### src/rtl/edf_pkg.sv
// -----------------------------------------------------------------------------
// edf_pkg
//   Shared constants and types for the EDF release controller and the scheduler
//   skeleton, so that task ids and time widths agree on both sides.
//   Contents:
//     MAX_TASKS, MAX_TASK_BITS  task slot count and id width
//     TIME_W                    width of period/phase/counter values, in ticks
//     TICK_DIV_DEF              default clk cycles per scheduler tick
//     release_slot_t            per-slot state {en, per, cnt}
//     id_onehot()               task id -> one-hot slot mask
// -----------------------------------------------------------------------------
package edf_pkg;

   localparam int MAX_TASKS     = 16;
   localparam int MAX_TASK_BITS = $clog2(MAX_TASKS);
   localparam int TIME_W        = 16;
   localparam int TICK_DIV_DEF  = 4;

   typedef logic [MAX_TASK_BITS-1:0] task_id_t;
   typedef logic [TIME_W-1:0]        time_t;

   // en  : slot armed
   // per : release period in ticks (never 0 while armed)
   // cnt : ticks remaining until the next release
   typedef struct packed {
      logic  en;
      time_t per;
      time_t cnt;
   } release_slot_t;

   function automatic logic [MAX_TASKS-1:0] id_onehot(input task_id_t id);
      return MAX_TASKS'(1) << id;
   endfunction

endpackage

### src/rtl/rr_arbiter.sv
// -----------------------------------------------------------------------------
// rr_arbiter
//   Combinational round-robin picker. Searches req starting at ptr+1 and wraps
//   around, so the slot named by ptr (the previous winner) has lowest priority.
//   Ports:
//     req       in  N   request bitmap
//     ptr       in  IW  index of the last granted slot
//     gnt_valid out 1   some request is set
//     gnt_id    out IW  winning slot index (0 when gnt_valid=0)
// -----------------------------------------------------------------------------
module rr_arbiter
   import edf_pkg::*;
#(
   parameter int N  = MAX_TASKS,
   parameter int IW = (N > 1) ? $clog2(N) : 1
) (
   input  logic [N-1:0]  req,
   input  logic [IW-1:0] ptr,
   output logic          gnt_valid,
   output logic [IW-1:0] gnt_id
);

   logic [IW-1:0] idx;

   always_comb begin
      gnt_valid = 1'b0;
      gnt_id    = '0;
      idx       = '0;
      // k runs 1..N so that ptr itself is visited last.
      for (int k = 1; k <= N; k++) begin
         idx = IW'((int'(ptr) + k) % N);
         if (!gnt_valid && req[idx]) begin
            gnt_valid = 1'b1;
            gnt_id    = idx;
         end
      end
   end

endmodule

### src/rtl/edf_release_ctrl.sv
// -----------------------------------------------------------------------------
// edf_release_ctrl
//   Periodic job-release controller in front of the EDF scheduler core. Each
//   armed slot counts scheduler ticks; on expiry it releases a job, which is
//   queued as pending and issued as one wakeup beat. Issued jobs stay active
//   until the scheduler reports completion. A release that finds the previous
//   job of the same task still pending or active is a deadline overrun
//   (implicit deadline = period).
//
//   Handshake: every *_valid here is a plain one-cycle strobe with no ready.
//   cfg_valid and completion_valid are sampled on the rising edge they are
//   high; wakeup_valid is a registered beat the scheduler always consumes.
//
//   Ports:
//     clk, rst                      clock; asynchronous active-low reset
//     cfg_valid/id/enable/period/phase  slot configuration write
//     cfg_err                       pulse: arm request with period 0 rejected
//     completion_valid/id           running job finished
//     wakeup_valid/id               release beat to scheduler
//     overrun_valid/id              pulse: lowest-index task that overran
//     overrun_mask                  sticky per-task overrun flags
//     tick                          one-cycle pulse every TICK_DIV clk cycles
// -----------------------------------------------------------------------------
module edf_release_ctrl
   import edf_pkg::*;
#(
   parameter int TICK_DIV = TICK_DIV_DEF
) (
   input  logic                     clk,
   input  logic                     rst,
   input  logic                     cfg_valid,
   input  logic [MAX_TASK_BITS-1:0] cfg_id,
   input  logic                     cfg_enable,
   input  logic [TIME_W-1:0]        cfg_period,
   input  logic [TIME_W-1:0]        cfg_phase,
   output logic                     cfg_err,
   input  logic                     completion_valid,
   input  logic [MAX_TASK_BITS-1:0] completion_id,
   output logic                     wakeup_valid,
   output logic [MAX_TASK_BITS-1:0] wakeup_id,
   output logic                     overrun_valid,
   output logic [MAX_TASK_BITS-1:0] overrun_id,
   output logic [MAX_TASKS-1:0]     overrun_mask,
   output logic                     tick
);

   localparam int PW = (TICK_DIV > 1) ? $clog2(TICK_DIV) : 1;

   // ---------------------------------------------------------------- state
   logic [PW-1:0]            presc_q, presc_d;
   release_slot_t            slots_q [MAX_TASKS];
   release_slot_t            slots_d [MAX_TASKS];
   logic [MAX_TASKS-1:0]     pending_q, pending_d;
   logic [MAX_TASKS-1:0]     active_q, active_d;
   logic [MAX_TASKS-1:0]     mask_q, mask_d;
   logic [MAX_TASK_BITS-1:0] rr_ptr_q, rr_ptr_d;
   logic                     wakeup_valid_q;
   logic [MAX_TASK_BITS-1:0] wakeup_id_q;
   logic                     overrun_valid_q;
   logic [MAX_TASK_BITS-1:0] overrun_id_q;
   logic                     cfg_err_q;

   // ---------------------------------------------------------- combinational
   logic                     cfg_accept;
   logic [MAX_TASKS-1:0]     wr_mask;
   logic [MAX_TASKS-1:0]     comp_mask;
   logic [MAX_TASKS-1:0]     rel;
   logic [MAX_TASKS-1:0]     ovr;
   logic [MAX_TASKS-1:0]     req;
   logic [MAX_TASKS-1:0]     gnt_oh;
   logic                     gnt_valid;
   logic [MAX_TASK_BITS-1:0] gnt_id;
   logic [MAX_TASK_BITS-1:0] ovr_id;

   // Prescaler: tick is decoded directly from the counter value.
   assign tick    = (presc_q == PW'(TICK_DIV - 1));
   assign presc_d = tick ? '0 : presc_q + PW'(1);

   always_comb begin
      // Arm with period 0 is rejected and leaves the slot untouched; disarm
      // and legal arm both take ownership of the slot for this cycle.
      cfg_accept = cfg_valid & (~cfg_enable | (cfg_period != '0));
      wr_mask    = '0;
      if (cfg_accept) begin
         wr_mask[cfg_id] = 1'b1;
      end
      comp_mask = '0;
      if (completion_valid) begin
         comp_mask[completion_id] = 1'b1;
      end
      rel = '0;
      for (int i = 0; i < MAX_TASKS; i++) begin
         // A slot written this cycle skips the tick: config wins.
         rel[i] = tick & slots_q[i].en & ~wr_mask[i] & (slots_q[i].cnt == '0);
      end
      ovr = rel & (pending_q | active_q);
      // Fresh releases join the request set in the same cycle, giving one
      // cycle from tick to wakeup beat when uncontended. A slot being written
      // is masked so a disarmed job is never issued.
      req = (pending_q | rel) & ~wr_mask;
   end

   rr_arbiter #(
      .N  (MAX_TASKS),
      .IW (MAX_TASK_BITS)
   ) u_rr_arbiter (
      .req       (req),
      .ptr       (rr_ptr_q),
      .gnt_valid (gnt_valid),
      .gnt_id    (gnt_id)
   );

   always_comb begin
      gnt_oh = gnt_valid ? id_onehot(gnt_id) : '0;
      // A release that finds pending already set is simply absorbed.
      pending_d = (pending_q | rel) & ~gnt_oh & ~wr_mask;
      // Grant is applied after completion so a same-cycle grant keeps the
      // new job active.
      active_d  = ((active_q & ~comp_mask) | gnt_oh) & ~wr_mask;
      mask_d    = (mask_q | ovr) & ~((cfg_accept & cfg_enable) ? wr_mask : '0);
      rr_ptr_d  = gnt_valid ? gnt_id : rr_ptr_q;
   end

   // Lowest-index overrunning task: scan downward so the last hit wins.
   always_comb begin
      ovr_id = '0;
      for (int i = MAX_TASKS - 1; i >= 0; i--) begin
         if (ovr[i]) begin
            ovr_id = MAX_TASK_BITS'(i);
         end
      end
   end

   always_comb begin
      for (int i = 0; i < MAX_TASKS; i++) begin
         slots_d[i] = slots_q[i];
         if (wr_mask[i]) begin
            if (cfg_enable) begin
               slots_d[i].en  = 1'b1;
               slots_d[i].per = cfg_period;
               slots_d[i].cnt = cfg_phase;
            end else begin
               slots_d[i].en = 1'b0;
            end
         end else if (rel[i]) begin
            slots_d[i].cnt = slots_q[i].per - TIME_W'(1);
         end else if (tick && slots_q[i].en) begin
            // Here cnt is known to be non-zero, so no underflow.
            slots_d[i].cnt = slots_q[i].cnt - TIME_W'(1);
         end
      end
   end

   // ------------------------------------------------------------ registers
   always_ff @(posedge clk or negedge rst) begin
      if (!rst) begin
         presc_q         <= '0;
         pending_q       <= '0;
         active_q        <= '0;
         mask_q          <= '0;
         rr_ptr_q        <= '0;
         wakeup_valid_q  <= 1'b0;
         wakeup_id_q     <= '0;
         overrun_valid_q <= 1'b0;
         overrun_id_q    <= '0;
         cfg_err_q       <= 1'b0;
         for (int i = 0; i < MAX_TASKS; i++) begin
            slots_q[i] <= '0;
         end
      end else begin
         presc_q         <= presc_d;
         pending_q       <= pending_d;
         active_q        <= active_d;
         mask_q          <= mask_d;
         rr_ptr_q        <= rr_ptr_d;
         wakeup_valid_q  <= gnt_valid;
         wakeup_id_q     <= gnt_valid ? gnt_id : '0;
         overrun_valid_q <= |ovr;
         overrun_id_q    <= ovr_id;
         cfg_err_q       <= cfg_valid & cfg_enable & (cfg_period == '0);
         for (int i = 0; i < MAX_TASKS; i++) begin
            slots_q[i] <= slots_d[i];
         end
      end
   end

   assign wakeup_valid  = wakeup_valid_q;
   assign wakeup_id     = wakeup_id_q;
   assign overrun_valid = overrun_valid_q;
   assign overrun_id    = overrun_id_q;
   assign overrun_mask  = mask_q;
   assign cfg_err       = cfg_err_q;

endmodule

### config.mk
export PLATFORM = sky130hd
export DESIGN_NAME = edf_release_ctrl
export DESIGN_NICKNAME = d
export VERILOG_FILES = /design/src/rtl/edf_pkg.sv /design/src/rtl/rr_arbiter.sv /design/src/rtl/edf_release_ctrl.sv
export SDC_FILE = /design/constraint.sdc
export NUM_CORES = 2
export LEC_CHECK = 0
export ABC_CLOCK_PERIOD_IN_PS = 5400
export BUFFER_PORTS_ARGS = -buffer_cell sky130_fd_sc_hd__buf_2
export CAP_MARGIN = 25
export CORE_MARGIN = 2
export CORE_UTILIZATION = 40
export CTS_BUF_LIST = sky130_fd_sc_hd__clkbuf_4
export DETAILED_ROUTE_END_ITERATION = 8
export PLACE_DENSITY = 0.52
export SLEW_MARGIN = 5
export SYNTH_ARGS = -nofsm -noshare
export SYNTH_HDL_FRONTEND = slang
export SYNTH_SLANG_ARGS = --single-unit
### constraint.sdc
create_clock -name clk -period 5.4 [get_ports clk]
set_input_delay 0.27 -clock clk [delete_from_list [all_inputs] [get_ports clk]]
set_output_delay 0.27 -clock clk [all_outputs]
set_load 0.02 [all_outputs]
-- Yosys cells after proc, flatten, opt, wreduce, memory -nomap -nowiden
Index checks and enable logic that the tools add are counted.
- add/sub/neg operators: 49
- $lt $le $gt $ge: 20
- equal/unequal tests: 17
- shift-type cells: 1
- mux-type cells: 155
- bitwise logic cells: 85
- reduce and logical (&&, ||, !) cells: 115
- operators with widths (cell ; number):
    16-bit two-way mux ; 68
    16-bit by 1-bit subtractor with 16-bit output, second input constant ; 32
    16-bit logical NOT ; 17
    4-bit two-way mux ; 33
    16-bit bitwise AND ; 7
    4-bit by 5-bit less-than comparator with 1-bit output, second input constant ; 18
    1-bit binary-select mux with 4-bit select ; 16
    16-bit NOT ; 4
    16-bit bitwise OR ; 4
    2-bit AND reduction ; 32
    1-bit bitwise AND ; 52
    3-bit nonzero test ; 16
    1-bit two-way mux ; 35
    1-bit logical AND ; 33
    4-bit adder, second input constant ; 8
    2-bit != test, second input constant ; 16
    1-bit NOT ; 17
    4-bit by 3-bit adder with 4-bit output, second input constant ; 4
    16-bit nonzero test ; 1
    16-bit OR reduction ; 1
    1-bit by 4-bit left shift with 16-bit output, first input constant ; 1
    1-bit logical NOT ; 15
    4-bit by 1-bit adder with 4-bit output, second input constant ; 2
    4-bit by 2-bit adder with 4-bit output, second input constant ; 2
    6 further kinds ; 8
- flip-flop bits (word level): 593
- input port bits: 45
- output and inout port bits: 28
- logic and storage cells: 500

-- Depth between registers and ports, before layout
- word-level depth: 63
- depth in mapped cells: 20

-- Modules after synthesis
From an unflattened synthesis, not the netlist that was laid out.
- cells, all modules: 4472
- area total of the unflattened synthesis: 37144.4 um^2
- by module, submodules not included (module ; instances ; cells each ; area each (um^2) ; seq. area each (um^2)):
    edf_release_ctrl ; 1 ; 4208 ; 34906.0 ; 14839.2
    rr_arbiter ; 1 ; 264 ; 2238.4 ; 0.0

-- Worst setup path after synthesis
Ideal clock, no wire load.
- path kind: register to register
- start point: register rr_ptr_q[1]
- end point: register pending_q[4]
- library setup time: 0.143 ns
- arrival time: 4.575 ns
- required time: 5.257 ns
- path slack: 0.682 ns
- cell stages (with the launch flop): 20
- period minus slack after synthesis: 4.718 ns
- cells stage by stage: dfrtp_1 > clkbuf_1 > clkinv_1 > ha_1 > clkbuf_1 > clkinv_1 > nor2_1 > o211ai_1 > nand4_1 > mux4_2 > or3_1 > buf_2 > or4_4 > o221ai_2 > a21oi_1 > a311oi_2 > o21ai_2 > inv_2 > buf_4 > a31oi_1
- cells in the longest elaborated chain, start to end: 54
- elaborated cells on any way between the ends: 115
- those cells by class: add/sub (16); shift (1); mux (65); bitwise (3); reduce/logical (30)
- RTL lines (item ; RTL line ; RTL):
    start: declaration ; edf_release_ctrl.sv:56 ; logic [MAX_TASK_BITS-1:0] rr_ptr_q, rr_ptr_d;
    start signal: assignment ; edf_release_ctrl.sv:175 ; rr_ptr_q <= rr_ptr_d;
    4-bit by 1-bit adder with 4-bit output ; rr_arbiter.sv:31 ; idx = IW'((int'(ptr) + k) % N);
    1-bit binary-select mux with 4-bit select ; rr_arbiter.sv:32 ; if (!gnt_valid && req[idx]) begin
    1-bit two-way mux (implied by the code) ; rr_arbiter.sv:32 ;
    1-bit two-way mux ; rr_arbiter.sv:32 ;
    1-bit logical NOT ; rr_arbiter.sv:32 ;
    1-bit logical AND ; rr_arbiter.sv:32 ;
    1-bit two-way mux ; rr_arbiter.sv:32 ;
    1-bit logical NOT ; rr_arbiter.sv:32 ;
    (+38 left out) ; -- ;
    1-bit logical NOT ; rr_arbiter.sv:32 ;
    1-bit logical AND ; rr_arbiter.sv:32 ;
    4-bit two-way mux ; rr_arbiter.sv:32 ;
    1-bit by 4-bit left shift with 16-bit output ; edf_pkg.sv:32 ; return MAX_TASKS'(1) << id;
    16-bit two-way mux (*) ; edf_release_ctrl.sv:114 ; gnt_oh = gnt_valid ? id_onehot(gnt_id) : '0;
    16-bit NOT (*) ; edf_release_ctrl.sv:116 ; pending_d = (pending_q | rel) & ~gnt_oh & ~wr_mask;
    16-bit bitwise AND (*) (2 in a row) ; edf_release_ctrl.sv:116 ;
    net pending_d[4] ; edf_release_ctrl.sv:53 ; logic [MAX_TASKS-1:0] pending_q, pending_d;
    end signal: assignment ; edf_release_ctrl.sv:172 ; pending_q <= pending_d;
    end: declaration ; edf_release_ctrl.sv:53 ;
The timed path passes the listed nets; every way through them passes the cells marked *. The select of a mux whose other input is x is not followed.
A chain may end at the register's enable or synchronous reset.

-- Final worst setup path
- start point: register presc_q[0]
- end point: register active_q[11]
- cells in the longest elaborated chain, start to end: 58
- elaborated cells on any way between the ends: 149
- those cells by class: eq/ne (1); shift (1); mux (65); bitwise (52); reduce/logical (30)
- RTL lines (item ; RTL line ; RTL):
    start: declaration ; edf_release_ctrl.sv:50 ; logic [PW-1:0] presc_q, presc_d;
    start signal: assignment ; edf_release_ctrl.sv:171 ; presc_q <= presc_d;
    2-bit == test (*) ; edf_release_ctrl.sv:76 ; assign tick = (presc_q == PW'(TICK_DIV - 1));
    1-bit bitwise AND (3 in a row) ; edf_release_ctrl.sv:94 ; rel[i] = tick & slots_q[i].en & ~wr_mask[i] & (slots_q[i].cnt == '0);
    16-bit bitwise OR (*) ; edf_release_ctrl.sv:100 ; req = (pending_q | rel) & ~wr_mask;
    16-bit bitwise AND (*) ; edf_release_ctrl.sv:100 ;
    1-bit binary-select mux with 4-bit select ; rr_arbiter.sv:32 ;
    1-bit two-way mux (implied by the code) ; rr_arbiter.sv:32 ;
    1-bit two-way mux ; rr_arbiter.sv:32 ;
    1-bit logical NOT ; rr_arbiter.sv:32 ;
    (+41 left out) ; -- ;
    1-bit logical NOT ; rr_arbiter.sv:32 ;
    1-bit logical AND ; rr_arbiter.sv:32 ;
    4-bit two-way mux ; rr_arbiter.sv:32 ;
    1-bit by 4-bit left shift with 16-bit output ; edf_pkg.sv:32 ;
    16-bit two-way mux (*) ; edf_release_ctrl.sv:114 ;
    16-bit bitwise OR (*) ; edf_release_ctrl.sv:119 ; active_d = ((active_q & ~comp_mask) | gnt_oh) & ~wr_mask;
    16-bit bitwise AND (*) ; edf_release_ctrl.sv:119 ;
    net active_d[11] ; edf_release_ctrl.sv:54 ; logic [MAX_TASKS-1:0] active_q, active_d;
    end signal: assignment ; edf_release_ctrl.sv:173 ; active_q <= active_d;
    end: declaration ; edf_release_ctrl.sv:54 ;
Marks and branches as above.

==> flow_metrics.tcl <==
set metrics [dict create \
    vias_per_cell 6.03 \
    reg2reg_from "presc_q[0]" \
    hold_path_depth 3 \
    clkTransAtPathRegs_ps 60 \
    tns_ps 0 \
    ys_warn_count 0 \
    clock_latency_ps 1120 \
    power_density_mw_per_mm2 475 \
    drt_iter0_markers 3895 \
    fmax_mhz 192 \
    crit_required_ps 6420 \
    leakage_nw 17.4 \
    relSlewSlack_pct 27.6 \
    hold_path_end "slots_q[314]" \
    final_antenna_net_count 0 \
    grt_overflow 0 \
    outcome "finished, violations left" \
    hp-class "input pin to flip-flop" \
    via_count 34500 \
    r2r-end "active_q[11]" \
    start_util_pct 40.4 \
    min_from "cfg_period[1]" \
    syn_area_per_cell_sq_um 8.65 \
    nets 4490 \
    gp_congestion 0.971 \
    synth_top_cell_area_share_pct 41.5 \
    synth_common_cells "dfrtp_1 (593), nand2_1 (533), a21oi_1 (449)" \
    maxCapViolCount 0 \
    synthArstFlopShare_pct 100 \
    cp_max_fo 27 \
    synthCells 4130 \
    ys_seq_elements 593 \
    clock_sinks 593 \
    setup_viol 0 \
    start_kind "flip-flop" \
    grt_antenna_before_repair 21 \
    die_x_um 303 \
    grt_pass1_wl_um 212000 \
    cts_buffers 176 \
    fp.dieH_um 303 \
    drv_slew 0 \
    period_needed_ps 5200 \
    hpwl_um 91900 \
    layout-drive-gt1-share_pct 19.9 \
    post-route-drc-count 6 \
    fin_skew_ps 87.6 \
    rrSetupSlack_ps 200 \
    worstPathArrival_ps 6220 \
    grt_pass1_vias 32400 \
    hold_violations 0 \
    rows 109 \
    grt_usage_pct 31.0 \
    synth_nets 4199 \
    post-cts-setup-buffers 0 \
    post-route-util_pct 46.8 \
    rsz0062_at_grt "false" \
    synthesis.area_sq_mm 0.0357 \
    cp-end-kind "flip-flop" \
    worst_pin_slew_ps 1080 \
    syn_to_final_growth_pct 15.9 \
    synth_edf_count 0 \
    timing.final.crit_share_pct 96.3 \
    htree_levels 4 \
    wirelength_um 142000 \
    ff2ff_path_depth 18 \
    port_buffers 72 \
    grt_max_degree 160 \
    path_class "flip-flop to flip-flop" \
    core-area_sq_mm 0.0885 \
    violations "DRC" \
    die-area_sq_mm 0.0918 \
    cts_tree "done" \
    ys_types 99 \
    synthFlopType "dfrtp_1" \
    clockBufferDepth 3 \
    boundaryPins 73 \
    fill_cells 8656 \
    root_buffer "clkbuf_4" \
    peakVddDrop_mv 0.484 \
    synth_area_leaders "dfrtp_1 (42%), mux2_2 (7.7%), a21oi_1 (6.3%)" \
    synth.most_common_cell "dfrtp_1" \
    dr.pass1.iters 9 \
    ys_seq_area_share_pct 41.5 \
    wl_per_cell_um 24.9 \
    synth_area_leader_cell "dfrtp_1" \
]
==> report_power, final <==
group | internal [mW] | switching [mW] | total (mW)
Sequential | 5.69 | 1.27 | 6.96
Combinational | 3.47 | 4.82 | 8.29
Clock | 2.32 | 2.11 | 4.43
Total | 11.5 | 8.20 | 19.7
==> worst max path at each step <==
stage / startpoint / end
6_report: presc_q[0] / active_q[11]
5_1_grt: presc_q[0] / active_q[5]
4_1_cts: presc_q[0] / active_q[9]
3_5_place_dp: presc_q[0] / active_q[9]
3_3_place_gp: cfg_period[9] / active_q[15]
2_1_floorplan: rr_ptr_q[1] / pending_q[4]
==> critical path: stages (launching register included) <==
cell      delay (ps)
dfrtp_1          360
ha_2             210
buf_12           250
nor4b_1          450
nand4_1          260
o21bai_4         330
o21ai_0          170
mux4_2           610
buf_4            200
mux2i_1          230
a32oi_1          140
a221oi_1         430
o31ai_1          150
buf_4            160
a31oi_1          290
o22a_1           260
buf_4            120
o21ai_1          200
o31ai_1          250
==> kinds of logic after synthesis <==
family,after synthesis,synth area share (%)
fa+ha+maj,24,0.840
simple gates,1522,20.3
flops,593,41.5
buf+inv,281,3.05
mux,271,8.87
xor+xnor,186,4.56
compound gates,1253,20.9
==> cells in the final DEF, fill, tap and decap left out, types with 50 or more instances in the layout <==
cell	n
dlygate4sd3_1	51
mux2_2	245
buf_2	72
o21ai_0	324
nor3_1	57
xor2_1	99
xnor2_1	87
nor2_1	410
dfrtp_1	593
o22ai_1	86
and3_1	50
o211ai_1	69
buf_4	205
clkbuf_4	260
nand2_1	533
nand3_1	143
a21oi_1	443
a31oi_1	80
==> timing repair <==
item | in CTS | in global routing
hold buffers | 52 | 0
hold endpoints to repair | 1095 | 0
setup endpoints to repair | 0 | 38
resized for setup | 0 | 8
==> layer usage <==
layer / global-route usage (%) / part of all wire (%) / up-vias / wire, um
met5: 0 / 0.018 / - / 26
met1: 44.9 / 46 / 17200 / 64900
met2: 46.8 / 44 / 1329 / 62700
met3: 5.25 / 7.3 / 249 / 10500
li1: - / - / 15800 / -
met4: 10.3 / 3.0 / 4 / 4220
==> flip-flops by register name, summed over array words and instances, names as in the netlist <==
| register | cells |
|---|---|
| slots_q | 528 |
| overrun_valid | 1 |
| cfg_err | 1 |
| pending_q | 16 |
| presc_q | 2 |
| rr_ptr_q | 4 |
| wakeup_id | 4 |
| active_q | 16 |
| overrun_id | 4 |
| wakeup_valid | 1 |
| overrun_mask | 16 |
==> final cells by class <==
cell class                 instances  area (sq um)  area share (%)
antenna                           12          30.0          0.0725
clock buffer                     259          1940            4.69
clock inverter                    45           284           0.686
inverter                          47           176           0.426
multi-input combinational       3256         19900            48.1
sequential                       593         14800            35.8
tap                             1165          1460            3.52
timing repair buffer             347          2760            6.67
==> per-stage QoR <==
| step | cells | setup slack (ps) | total power [mW] | hold WS (ps) | instance area (sq um) |
|---|---|---|---|---|---|
| global placement | 5348 | -240 | 15.1 | 311 | 38500 |
| global route | 5718 | 9.33 | 21.0 | 126 | 41400 |
| detailed placement | 5352 | 78.7 | 15.1 | 317 | 38500 |
| CTS | 5708 | 12.3 | 19.6 | 56.1 | 41300 |
| floorplan | 4130 | 682 | 11.8 | -25.6 | 35700 |
| finish | 5724 | 198 | 19.7 | 122 | 41400 |
Note: power is estimated with default switching activity, not from simulation.
